[config.mk]
export PLATFORM = sky130hd
export DESIGN_NAME = fp32_decoder_flat
export DESIGN_NICKNAME = d
export VERILOG_FILES = /design/src/rtl/fp32_decoder_if.sv /design/src/rtl/fp32_decoder.sv /design/src/flat_wrapper.sv
export SDC_FILE = /design/constraint.sdc
export NUM_CORES = 1
export LEC_CHECK = 0
export CAP_MARGIN = 20
export CORE_MARGIN = 1
export CORE_UTILIZATION = 40
export CTS_CLUSTER_SIZE = 28
export DETAILED_ROUTE_END_ITERATION = 16
export HOLD_SLACK_MARGIN = 0.05
export PLACE_DENSITY = 0.79
export SKIP_LAST_GASP = 1
export SLEW_MARGIN = 30
export SYNTH_ARGS = -nofsm -noshare
export SYNTH_HDL_FRONTEND = slang
export SYNTH_SLANG_ARGS = --single-unit
[constraint.sdc]
create_clock -name clk -period 1.08 [get_ports clk]
set_input_delay 0.216 -clock clk [delete_from_list [all_inputs] [get_ports clk]]
set_output_delay 0.216 -clock clk [all_outputs]
set_load 0.01 [all_outputs]
[src/rtl/fp32_decoder_if.sv]
// Stream interface for the binary32 field decoder: raw word in, registered decode out.
// The normalize outputs exist only when FP32_DECODER_NORMALIZE_EN is defined.
interface fp32_decoder_if;
  logic        in_valid;
  logic [31:0] data;
  logic        out_valid;
  logic        sign;
  logic [7:0]  exponent;
  logic [22:0] mantissa;
  logic        is_zero, is_denorm, is_norm, is_inf, is_nan;
  logic        is_snan, is_qnan;
  logic [9:0]  exp_unbiased;
  logic [23:0] significand;
`ifdef FP32_DECODER_NORMALIZE_EN
  logic [4:0]  lzc;
  logic [23:0] norm_significand;
  logic [9:0]  norm_exp;

  modport master (output in_valid, data,
                  input  out_valid, sign, exponent, mantissa, is_zero, is_denorm, is_norm,
                         is_inf, is_nan, is_snan, is_qnan, exp_unbiased, significand,
                         lzc, norm_significand, norm_exp);
  modport slave  (input  in_valid, data,
                  output out_valid, sign, exponent, mantissa, is_zero, is_denorm, is_norm,
                         is_inf, is_nan, is_snan, is_qnan, exp_unbiased, significand,
                         lzc, norm_significand, norm_exp);
`else
  modport master (output in_valid, data,
                  input  out_valid, sign, exponent, mantissa, is_zero, is_denorm, is_norm,
                         is_inf, is_nan, is_snan, is_qnan, exp_unbiased, significand);
  modport slave  (input  in_valid, data,
                  output out_valid, sign, exponent, mantissa, is_zero, is_denorm, is_norm,
                         is_inf, is_nan, is_snan, is_qnan, exp_unbiased, significand);
`endif
endinterface

[src/rtl/fp32_decoder.sv]
// Registered binary32 field decoder/classifier; one cycle latency, no backpressure.
// Optional FP32_DECODER_NORMALIZE_EN adds leading-zero count and denormal normalization.
module fp32_decoder (
  input  logic           clk,
  input  logic           rst_n,
  fp32_decoder_if.slave  bus
);
  typedef struct packed {
    logic        sign;
    logic [7:0]  exponent;
    logic [22:0] mantissa;
    logic        is_zero, is_denorm, is_norm, is_inf, is_nan;
    logic        is_snan, is_qnan;
    logic [9:0]  exp_unbiased;
    logic [23:0] significand;
`ifdef FP32_DECODER_NORMALIZE_EN
    logic [4:0]  lzc;
    logic [23:0] norm_significand;
    logic [9:0]  norm_exp;
`endif
  } dec_t;

  dec_t dec, dec_q;
  logic vld_q;
  logic exp_zero, exp_ones, man_zero;

  assign exp_zero = (bus.data[30:23] == 8'h00);
  assign exp_ones = (bus.data[30:23] == 8'hff);
  assign man_zero = (bus.data[22:0] == 23'd0);

  always_comb begin
    dec           = '0;
    dec.sign      = bus.data[31];
    dec.exponent  = bus.data[30:23];
    dec.mantissa  = bus.data[22:0];
    dec.is_zero   = exp_zero & man_zero;
    dec.is_denorm = exp_zero & ~man_zero;
    dec.is_norm   = ~exp_zero & ~exp_ones;
    dec.is_inf    = exp_ones & man_zero;
    dec.is_nan    = exp_ones & ~man_zero;
    dec.is_qnan   = dec.is_nan & bus.data[22];
    dec.is_snan   = dec.is_nan & ~bus.data[22];
    // Zero/denorm share the minimum normal exponent; specials report exp_max+1.
    if (exp_zero)      dec.exp_unbiased = 10'h382;
    else if (exp_ones) dec.exp_unbiased = 10'd128;
    else               dec.exp_unbiased = {2'b00, bus.data[30:23]} - 10'd127;
    dec.significand = {dec.is_norm, bus.data[22:0]};
`ifdef FP32_DECODER_NORMALIZE_EN
    // Highest set bit wins since later iterations overwrite earlier ones.
    if (dec.is_denorm) begin
      for (int i = 0; i < 23; i++)
        if (bus.data[i]) dec.lzc = 5'(23 - i);
    end
    dec.norm_significand = dec.significand << dec.lzc;
    dec.norm_exp         = dec.exp_unbiased - {5'd0, dec.lzc};
`endif
  end

  always_ff @(posedge clk or negedge rst_n) begin
    if (!rst_n) begin
      dec_q <= '0;
      vld_q <= 1'b0;
    end else begin
      vld_q <= bus.in_valid;
      if (bus.in_valid) dec_q <= dec;
    end
  end

  assign bus.out_valid    = vld_q;
  assign bus.sign         = dec_q.sign;
  assign bus.exponent     = dec_q.exponent;
  assign bus.mantissa     = dec_q.mantissa;
  assign bus.is_zero      = dec_q.is_zero;
  assign bus.is_denorm    = dec_q.is_denorm;
  assign bus.is_norm      = dec_q.is_norm;
  assign bus.is_inf       = dec_q.is_inf;
  assign bus.is_nan       = dec_q.is_nan;
  assign bus.is_snan      = dec_q.is_snan;
  assign bus.is_qnan      = dec_q.is_qnan;
  assign bus.exp_unbiased = dec_q.exp_unbiased;
  assign bus.significand  = dec_q.significand;
`ifdef FP32_DECODER_NORMALIZE_EN
  assign bus.lzc              = dec_q.lzc;
  assign bus.norm_significand = dec_q.norm_significand;
  assign bus.norm_exp         = dec_q.norm_exp;
`endif
endmodule

[src/flat_wrapper.sv]
// flat-port wrapper written by rule: the top's interface ports become plain ports
module fp32_decoder_flat 
  (clk, rst_n, bus_in_valid, bus_data, bus_out_valid, bus_sign, bus_exponent, bus_mantissa, bus_is_zero, bus_is_denorm, bus_is_norm, bus_is_inf, bus_is_nan, bus_is_snan, bus_is_qnan, bus_exp_unbiased, bus_significand);
  fp32_decoder_if bus_i ();
  input  logic clk;
  input  logic rst_n;
  input wire logic [$bits(bus_i.in_valid)-1:0] bus_in_valid;
  input wire logic [$bits(bus_i.data)-1:0] bus_data;
  output wire logic [$bits(bus_i.out_valid)-1:0] bus_out_valid;
  output wire logic [$bits(bus_i.sign)-1:0] bus_sign;
  output wire logic [$bits(bus_i.exponent)-1:0] bus_exponent;
  output wire logic [$bits(bus_i.mantissa)-1:0] bus_mantissa;
  output wire logic [$bits(bus_i.is_zero)-1:0] bus_is_zero;
  output wire logic [$bits(bus_i.is_denorm)-1:0] bus_is_denorm;
  output wire logic [$bits(bus_i.is_norm)-1:0] bus_is_norm;
  output wire logic [$bits(bus_i.is_inf)-1:0] bus_is_inf;
  output wire logic [$bits(bus_i.is_nan)-1:0] bus_is_nan;
  output wire logic [$bits(bus_i.is_snan)-1:0] bus_is_snan;
  output wire logic [$bits(bus_i.is_qnan)-1:0] bus_is_qnan;
  output wire logic [$bits(bus_i.exp_unbiased)-1:0] bus_exp_unbiased;
  output wire logic [$bits(bus_i.significand)-1:0] bus_significand;
  assign bus_i.in_valid = bus_in_valid;
  assign bus_i.data = bus_data;
  assign bus_out_valid = bus_i.out_valid;
  assign bus_sign = bus_i.sign;
  assign bus_exponent = bus_i.exponent;
  assign bus_mantissa = bus_i.mantissa;
  assign bus_is_zero = bus_i.is_zero;
  assign bus_is_denorm = bus_i.is_denorm;
  assign bus_is_norm = bus_i.is_norm;
  assign bus_is_inf = bus_i.is_inf;
  assign bus_is_nan = bus_i.is_nan;
  assign bus_is_snan = bus_i.is_snan;
  assign bus_is_qnan = bus_i.is_qnan;
  assign bus_exp_unbiased = bus_i.exp_unbiased;
  assign bus_significand = bus_i.significand;
  fp32_decoder u_core (.clk(clk), .rst_n(rst_n), .bus(bus_i));
endmodule
==> results of run 1 <==
[worst max-delay path: stages]
cell and delay, ns:
buf_12 0.11, inv_12 0.04, ha_4 0.10, or4b_4 0.47, nor4_4 0.16, nand3b_4 0.24, o22ai_1 0.09
[power breakdown]
group	leakage, nW	total, mW	internal, mW	switching (mW)
sequential	0.588	2.10	1.99	0.103
combinational	0.986	1.00	0.535	0.469
clock	0.0450	1.02	0.449	0.571
[logic make-up (layout without fill, tap and decap cells)]
kind of cell | after synthesis | in the layout | synth area share
adders and majority gates | 2 | 2 | 0.0113
xor gates and xnor gates | 6 | 6 | 0.0236
AOI/OAI and AO/OA | 14 | 14 | 0.0416
muxes | 33 | 33 | 0.167
buffers and inverters | 48 | 166 | 0.125
and+or+nand+nor | 30 | 30 | 0.0799
DFF | 49 | 49 | 0.551
[synthesized netlist by cell type (all sizes together), types with 2 or more instances]
library cell | n | share of area
mux2 | 33 | 0.17
xnor2 | 4 | 0.016
clkbuf | 3 | 0.0051
xor2 | 2 | 0.0079
nor4 | 6 | 0.020
nand3 | 5 | 0.011
nor2 | 6 | 0.010
nand2 | 5 | 0.0084
ha | 2 | 0.011
buf | 28 | 0.091
o22ai | 11 | 0.031
dfrtp | 49 | 0.55
nand4 | 2 | 0.0056
inv | 17 | 0.029
[worst min-delay path by stage]
stage / start / endpoint / slack [ns] / cells past startpoint
final: bus_data[10] / u_core.bus.significand[10]$_DFFE_PN0P_ / 0.17 / 2
after CTS: bus_data[23] / u_core.bus.exp_unbiased[0]$_DFFE_PN0P_ / 0.24 / 3
after global routing: bus_data[10] / u_core.bus.significand[10]$_DFFE_PN0P_ / 0.17 / 2
after global placement: rst_n / u_core.bus.exp_unbiased[4]$_DFFE_PN0P_ / 0.22 / 2
after floorplan: rst_n / u_core.bus.exp_unbiased[0]$_DFFE_PN0P_ / -0.08 / 0
after detailed placement: rst_n / u_core.bus.exp_unbiased[4]$_DFFE_PN0P_ / 0.22 / 2
[metrics by stage]
stage	TNS, ns	util	setup slack, ns	hold slack [ns]	cells
after global routing	-2.96	0.639	-0.226	0.170	370
final	-1.65	0.639	-0.176	0.173	370
after detailed placement	-18.00	0.646	-1.02	0.222	348
after floorplan	-4.35	-	-0.290	-0.0796	182
after global placement	-16.94	0.646	-0.977	0.223	348
after CTS	-2.40	0.614	-0.224	0.239	365
[cell usage in the layout, fill, tap and decap left out, drive strengths merged]
cell type	instances
o32ai	1
dlymetal6s2s	3
xnor2	4
clkdlybuf4s50	1
ha	2
dfrtp	49
nand2	5
or2	1
dlygate4sd2	11
mux2	33
or3	1
o22ai	11
clkdlybuf4s15	5
buf	111
nand4	2
inv	16
o22a	1
or4b	1
nand2b	1
clkinv	3
nor3	1
dlygate4sd3	1
nand3b	1
xor2	2
nand3	5
nor2	6
o21ai	1
nor4	6
clkbuf	15
[final cells by class]
cell class | count | area (µm²) | share of cell area
Clock buffer | 6 | 72.6 | 0.0217
Clock inverter | 2 | 10.0 | 0.00299
Inverter | 17 | 81.3 | 0.0243
Multi-Input combinational cell | 85 | 875 | 0.261
Sequential cell | 49 | 1230 | 0.366
Tap cell | 70 | 87.6 | 0.0262
Timing Repair Buffer | 141 | 996 | 0.297
[per-layer routing]
| layer | part of all wire | track usage | wire length, µm | vias up |
|---|---|---|---|---|
| met5 | 0 | 0 | 0 | - |
| met4 | 0.023 | 0.0846 | 120 | 0 |
| met3 | 0.054 | 0.0359 | 281 | 10 |
| met2 | 0.50 | 0.305 | 2590 | 62 |
| met1 | 0.43 | 0.240 | 2220 | 848 |
| li1 | - | - | - | 833 |
[timing repair]
action                                 4_1_cts  5_1_grt
gates resized for setup                    359       45
endpoints found under the hold margin       49        0
hold buffers                                 1        0
pin swaps                                   22       17
setup endpoints to repair                   90       72
setup buffers                                8        5
==> impl_metrics.tcl, run 1 <==
set metrics [dict create \
    start_util 0.425 \
    hold_viol_final 0 \
    crit_arrival_ns 1.43 \
    grt_pass1_vias 1773 \
    port_buffers 108 \
    drt-initial-drc-count 78 \
    grt_max_degree 50 \
    synth_seq_cells 49 \
    drt_first_pass_iters 4 \
    power.leakage_nw 1.62 \
    ys.flop_type "dfrtp_1" \
    gp_congestion 0.799 \
    gr-usage-all-layers 0.187 \
    fin_ws_ns -0.176 \
    period_share 1.16 \
    syn_inst 182 \
    dp_hpwl_um 3790 \
    violations "negative setup slack" \
    power_mw 4.12 \
    outcome "complete, but fails checks" \
    final.setup_skew_ns 0 \
    cts_buffer_depth 2 \
    place_area_mm2 0.00338 \
    syn2layout_area_growth_pct 50.6 \
    largest_register_ffs 24 \
    viasPerCell 4.74 \
    grt_setup_unrepaired "yes" \
    htreeDepth 2 \
    num_antenna_cells 0 \
    cts_buffers 5 \
    syn_avg_cell_area_um2 12.2 \
    ios 109 \
    relSlewSlack 0.826 \
    antenna_found_initial 0 \
    setup_violations 13 \
    required_ns 1.25 \
    period_minus_slack_ns 1.26 \
    async_reset_ff_frac 1.00 \
    wl_per_cell_um 14.1 \
    fillers 460 \
    cts_tree "yes" \
    fp.dieW_um 76.6 \
    syn_area_mm2 0.00222 \
    hp-class "in2reg" \
    num_vias 1753 \
    drv_cap 0 \
    r2r_slack_ns 0.08 \
    root_buffer "clkbuf_8" \
    synth_fp_nets 219 \
    grt_pass1_wl_um 8630 \
    design_area_mm2 0.00335 \
    end_kind "flip-flop" \
    drt-total-wl_um 5210 \
    worstSetupStartpointType "primary input" \
    layout-drive-gt1-share 0.627 \
    ant_nets 0 \
    clkTransAtPathRegs_ns 0.08 \
    clk_latency_ns 0.29 \
    cp_max_fo 8 \
    worstMarginPinSlew_ns 0.261 \
    rr_startpoint "u_core.bus.exp_unbiased[8]$_DFFE_PN0P_" \
    grt-ovfl-total 0 \
    pwr_density_cell_mw_per_mm2 1230 \
    r2r_cells 3 \
    worstSetupEndpoint "u_core.bus.exp_unbiased[2]$_DFFE_PN0P_" \
    die_h_um 76.6 \
    reg2reg_to "u_core.bus.exp_unbiased[8]$_DFFE_PN0P_" \
    rows 26 \
    core-area_mm2 0.00524 \
    synth_edf_count 0 \
    ys_seq_area_frac 0.551 \
    ys_warn_count 0 \
    cts.sinks 49 \
    nets 336 \
    critical_path.startpoint "bus_data[23]" \
    crit_type "in2reg" \
    fmax_mhz 796 \
    peakVddDrop_v 0.000602 \
    ys_types 25 \
    slew_violations 0 \
    route.detailed.drc 0 \
    die_area_mm2 0.00586 \
]
Power figures use the tool's default switching activity.
==> run 2, diff against run 1 <==
--- a/config.mk
+++ b/config.mk
@@ -5,13 +5,14 @@
 export SDC_FILE = /design/constraint.sdc
 export NUM_CORES = 1
 export LEC_CHECK = 0
+export ABC_CLOCK_PERIOD_IN_PS = 1080
 export CAP_MARGIN = 20
 export CORE_MARGIN = 1
-export CORE_UTILIZATION = 40
+export CORE_UTILIZATION = 43
 export CTS_CLUSTER_SIZE = 28
 export DETAILED_ROUTE_END_ITERATION = 16
 export HOLD_SLACK_MARGIN = 0.05
-export PLACE_DENSITY = 0.79
+export PLACE_DENSITY = 0.85
 export SKIP_LAST_GASP = 1
 export SLEW_MARGIN = 30
 export SYNTH_ARGS = -nofsm -noshare
==> run 2 against run 1 <==
  * Via count up 0.11%
  * Cell count down 0.81%
  * Sequential power about the same
  * The flow still finishes with violations (negative setup slack)
  * Clock-buffer cell count down 1
  * Maximum frequency down 1.0%
  * Highest routed layer unchanged
  * Non-clock buffer count unchanged
  * Combinational power up 6%
  * Critical endpoint is now u_core.bus.exp_unbiased[5]$_DFFE_PN0P_
  * First-iteration DRC count down 54%
  * Total power up 13%
==> impl_metrics.tcl, run 2 (synthesis gave the netlist of run 1 again) <==
set metrics [dict create \
    drt-total-wl_um 5490 \
    drt-initial-drc-count 36 \
    final_common_cell "buf_2" \
    design_area_mm2 0.00339 \
    num_antenna_cells 0 \
    antenna_found_initial 0 \
    ant_nets 0 \
    worstMarginPinSlew_ns 0.301 \
    min_from "bus_data[18]" \
    viasPerCell 4.78 \
    setup_violations 19 \
    violations "negative setup slack" \
    final.setup_skew_ns 0 \
    die_area_mm2 0.00546 \
    drv_cap 0 \
    r2r_slack_ns 0.07 \
    grt_setup_unrepaired "yes" \
    fmax_mhz 788 \
    period_share 1.18 \
    placedCellCount 345 \
    critPathBufInv 2 \
    place_area_mm2 0.00338 \
    grt_max_degree 50 \
    htreeDepth 2 \
    crit_family "simple AND/OR/NAND/NOR gates" \
    grt_pass1_wl_um 8300 \
    grt-ovfl-total 0 \
    dp_hpwl_um 3940 \
    fin_util 0.700 \
    crit_type "in2reg" \
    syn2layout_area_growth_pct 52.6 \
    power.leakage_nw 1.62 \
    port_buffers 108 \
    cts_tree "yes" \
    grt_pass1_vias 1696 \
    core-area_mm2 0.00485 \
    fin_ws_ns -0.189 \
    clk_latency_ns 0.30 \
    required_ns 1.25 \
    num_vias 1755 \
    hold_viol_final 0 \
    rr_startpoint "u_core.bus.significand[12]$_DFFE_PN0P_" \
    reg2reg_to "u_core.bus.significand[12]$_DFFE_PN0P_" \
    gp_congestion 0.791 \
    crit_arrival_ns 1.44 \
    die_h_um 73.9 \
    critPathMaxStageDelay_ns 0.47 \
    fp.dieW_um 73.9 \
    worstSetupStartpointType "primary input" \
    cts.sinks 49 \
    cts_buffer_depth 2 \
    relSlewSlack 0.798 \
    rows 25 \
    pwr_density_cell_mw_per_mm2 1370 \
    critical_path.startpoint "bus_data[23]" \
    start_util 0.459 \
    r2r_cells 3 \
    layout_common_cells "buf_2, dfrtp_1, mux2_2" \
    crit_chain "buf_12, inv_12, ha_4, or4b_4, nor4_4, nand3b_4, o22ai_2" \
    layout-drive-gt1-share 0.583 \
    outcome "complete, but fails checks" \
    period_minus_slack_ns 1.27 \
    power_mw 4.65 \
    cp_max_fo 8 \
    drt_first_pass_iters 4 \
    clkTransAtPathRegs_ns 0.09 \
    root_buffer "clkbuf_8" \
    cts_buffers 5 \
    largest_register_ffs 24 \
    holdPathStages 2 \
    peakVddDrop_v 0.000948 \
    route.detailed.drc 0 \
    gr-usage-all-layers 0.205 \
    wl_per_cell_um 14.9 \
    nets 336 \
    slew_violations 0 \
    critPathSlowestCell "or4b_4" \
    hold_end "u_core.bus.significand[18]$_DFFE_PN0P_" \
    end_kind "flip-flop" \
    hp-class "in2reg" \
    whs_ns 0.206 \
    ios 109 \
    stdcell_count 367 \
]
-- run 2: cell types whose count changed in the layout (fill, tap and decap cells not counted), sizes merged --
cell	previous run	this run
clkdlybuf4s15	5	7
clkbuf	15	8
clkinv	3	2
dlymetal6s2s	3	0
dlygate4sd2	11	18
bufinv	0	2
-- run 2: area by class of cell --
type	instances	area, µm²
multi-input combinational	85	811
tap	67	83.8
fill	377	1460
timing repair buffer	141	1060
clock inverter	3	65.1
inverter	17	81.3
clock buffer	5	68.8
sequential	49	1230
-- run 2: per-stage QoR --
step	setup WS, ns	setup TNS [ns]
4_1_cts	-0.199	-2.35
2_1_floorplan	-0.290	-4.35
6_report	-0.189	-1.91
3_5_place_dp	-1.05	-18.06
3_3_place_gp	-0.974	-16.58
5_1_grt	-0.214	-3.00
-- run 2: per-layer routing --
layer / global-route usage / up-vias / wire, µm / part of all wire
li1: - / 834 / - / -
met1: 0.252 / 843 / 2210 / 0.40
met2: 0.353 / 66 / 2820 / 0.51
met3: 0.0412 / 12 / 321 / 0.059
met4: 0.0833 / 0 / 134 / 0.024
met5: 0 / - / 0 / 0
-- run 2: power breakdown --
part	switching, mW	total [mW]	leakage, nW	internal [mW]
logic	0.480	1.06	0.964	0.575
clock network	0.577	1.50	0.0681	0.919
registers	0.106	2.10	0.588	1.99
-- run 2: timing repair --
action                     CTS  global route
hold buffers                 1             0
buffers inserted             8             5
hold endpoints to repair    49             0
pin swaps                   25             2
resized for setup          364            27
setup endpoints to repair   90            60
-- run 2: worst max-delay path by stage --
stage / to / slack (ns) / depth (start not counted)
floorplan: u_core.bus.exp_unbiased[2]$_DFFE_PN0P_ / -0.29 / 6
global placement: u_core.bus.significand[23]$_DFFE_PN0P_ / -0.97 / 7
detailed placement: u_core.bus.significand[23]$_DFFE_PN0P_ / -1.05 / 7
CTS: u_core.bus.exp_unbiased[2]$_DFFE_PN0P_ / -0.20 / 7
global route: u_core.bus.exp_unbiased[5]$_DFFE_PN0P_ / -0.21 / 7
finish: u_core.bus.exp_unbiased[5]$_DFFE_PN0P_ / -0.19 / 7
-- run 2: worst reg2reg max path: cells and delay by family (launching register included) --
kind | cells | cell delay, ns
buffers and inverters | 2 | 0.25
DFF | 1 | 0.40
muxes | 1 | 0.25
==> run 3, diff against run 2 <==
--- a/config.mk
+++ b/config.mk
@@ -5,7 +5,7 @@
 export SDC_FILE = /design/constraint.sdc
 export NUM_CORES = 1
 export LEC_CHECK = 0
-export ABC_CLOCK_PERIOD_IN_PS = 1080
+export ABC_CLOCK_PERIOD_IN_PS = 1600
 export CAP_MARGIN = 20
 export CORE_MARGIN = 1
 export CORE_UTILIZATION = 43
==> constraint.sdc (replaced) <==
create_clock -name clk -period 1.6 [get_ports clk]
set_input_delay 0.32 -clock clk [delete_from_list [all_inputs] [get_ports clk]]
set_output_delay 0.32 -clock clk [all_outputs]
set_load 0.01 [all_outputs]
==> run 3 against run 2 <==
  * Non-clock buffer count shrank 13
  * Critical path type is now reg2out
  * Sequential power shrank 32%
  * Core utilization is 2.2 points higher
  * Total power decreased by 37%
  * Clock skew unchanged
  * Sequential share of layout area fell by 1.1 points
  * Global-route usage increased by 0.41 points
  * Register-to-register slack better by 0.74 ns
  * The flow now finishes without violations
  * Routed wire length fell by 2.3%
  * Cell area increased by 3.2%
  * Cell count is 3.8% lower
==> impl_metrics.tcl, run 3 (synthesis gave the netlist of run 1 again) <==
set metrics [dict create \
    clkTransAtPathRegs_ns 0.08 \
    viasPerCell 4.89 \
    syn2layout_area_growth_pct 57.5 \
    rows 25 \
    relSlewSlack 0.813 \
    fmax_mhz 644 \
    path_depth 1 \
    whs_ns 0.234 \
    design_area_mm2 0.00350 \
    dp_hpwl_um 3980 \
    gr-usage-all-layers 0.209 \
    clkPwrFrac 0.247 \
    ant_nets 0 \
    layout-drive-gt1-share 0.259 \
    worstMarginPinSlew_ns 0.278 \
    ios 109 \
    post-place-ws_ns -0.506 \
    start_util 0.459 \
    place_area_mm2 0.00334 \
    grt_max_degree 50 \
    period_minus_slack_ns 1.55 \
    crit_family "buffers and inverters" \
    num_vias 1726 \
    grt_setup_unrepaired "no" \
    fp.dieW_um 73.9 \
    drt-total-wl_um 5360 \
    port_buffers 108 \
    root_buffer "clkbuf_8" \
    power.leakage_nw 1.52 \
    die_area_mm2 0.00546 \
    seqPwrFrac 0.483 \
    p_sw_frac 0.258 \
    final.setup_skew_ns 0 \
    crit_arrival_ns 1.23 \
    crit_chain "clkdlybuf4s50_1" \
    pwr_density_cell_mw_per_mm2 840 \
    fin_ws_ns 0.0461 \
    grt_pass1_vias 1764 \
    largest_register_ffs 24 \
    die_h_um 73.9 \
    holdPathStages 1 \
    worstSetupStartpointType "flip-flop" \
    gp_congestion 0.816 \
    critPathSlowestCell "clkdlybuf4s50_1" \
    clk_latency_ns 0.30 \
    wl_per_cell_um 15.2 \
    hold_viol_final 0 \
    drv_cap 0 \
    r2r_cells 1 \
    final_common_cell "clkdlybuf4s50_1" \
    r2r_slack_ns 0.81 \
    hp-class "in2reg" \
    placedCellCount 344 \
    end_kind "output port" \
    num_antenna_cells 0 \
    stdcell_count 353 \
    tns_ns 0 \
    antenna_found_initial 0 \
    grt_pass1_wl_um 8480 \
    p_int_mw 2.18 \
    core-area_mm2 0.00485 \
    grt-ovfl-total 0 \
    setup_violations 0 \
    htreeDepth 2 \
    peakVddDrop_v 0.000459 \
    cts_tree "yes" \
    route.detailed.drc 0 \
    outcome "complete, no violations" \
    combPwrFrac 0.270 \
    nets 323 \
    crit_type "reg2out" \
    drt_first_pass_iters 4 \
    layout_common_cells "clkdlybuf4s50_1, dfrtp_1, mux2_2" \
    critPathMaxStageDelay_ns 0.55 \
    drt-initial-drc-count 84 \
    cp_max_fo 3 \
    slew_violations 0 \
    period_share 0.971 \
    cts_buffer_depth 2 \
    cts_buffers 5 \
    switchingPower_mw 0.758 \
    critPathBufInv 1 \
    cts.sinks 49 \
    required_ns 1.28 \
]
-- run 3: metal layers --
layer	up-vias	track usage	wire (µm)
met5	-	0	0
met4	0	0.0855	80
met3	8	0.0466	245
met2	61	0.346	2780
met1	848	0.265	2260
li1	809	-	-
-- run 3: worst paths after layout --
| check | from | end |
|---|---|---|
| max | u_core.bus.exp_unbiased[8]$_DFFE_PN0P_ | bus_exp_unbiased[9] |
| min | bus_in_valid | u_core.bus.out_valid$_DFF_PN0_ |
| max reg2reg | u_core.bus.significand[11]$_DFFE_PN0P_ | u_core.bus.significand[11]$_DFFE_PN0P_ |
| min reg2reg | u_core.bus.exp_unbiased[1]$_DFFE_PN0P_ | u_core.bus.exp_unbiased[1]$_DFFE_PN0P_ |
| max in group asynchronous | rst_n | u_core.bus.significand[20]$_DFFE_PN0P_ |
| min in group asynchronous | rst_n | u_core.bus.exp_unbiased[2]$_DFFE_PN0P_ |
-- run 3: power by group through the flow --
stage | sequential [mW] | clock, mW | combinational [mW]
floorplan | 1.49 | 0 | 0.278
detailed placement | 1.45 | 0 | 0.786
global route | 1.44 | 0.783 | 0.846
global placement | 1.44 | 0 | 0.771
finish | 1.42 | 0.725 | 0.795
CTS | 1.42 | 0.744 | 0.799
-- run 3: through the flow --
step           utilization  power [mW]
6_report             0.722        2.94
2_1_floorplan            -        1.77
5_1_grt              0.722        3.07
4_1_cts              0.716        2.97
3_5_place_dp         0.688        2.23
3_3_place_gp         0.688        2.21
-- run 3: repair_timing --
| item | in CTS | in global routing |
|---|---|---|
| setup endpoints to repair | 13 | 17 |
| hold buffers | 1 | 0 |
| resized for setup | 13 | 11 |
| endpoints found under the hold margin | 49 | 0 |
| pin swaps | 9 | 2 |
| buffers inserted | 1 | 0 |
-- run 3: area by class of cell --
cell class              instances  area [µm²]
inverters                      17        63.8
flip-flops and latches         49        1230
well taps                      67        83.8
repair buffers                128        1270
fillers                       348        1350
clock buffers                   7        86.3
multi-input cells              85         773
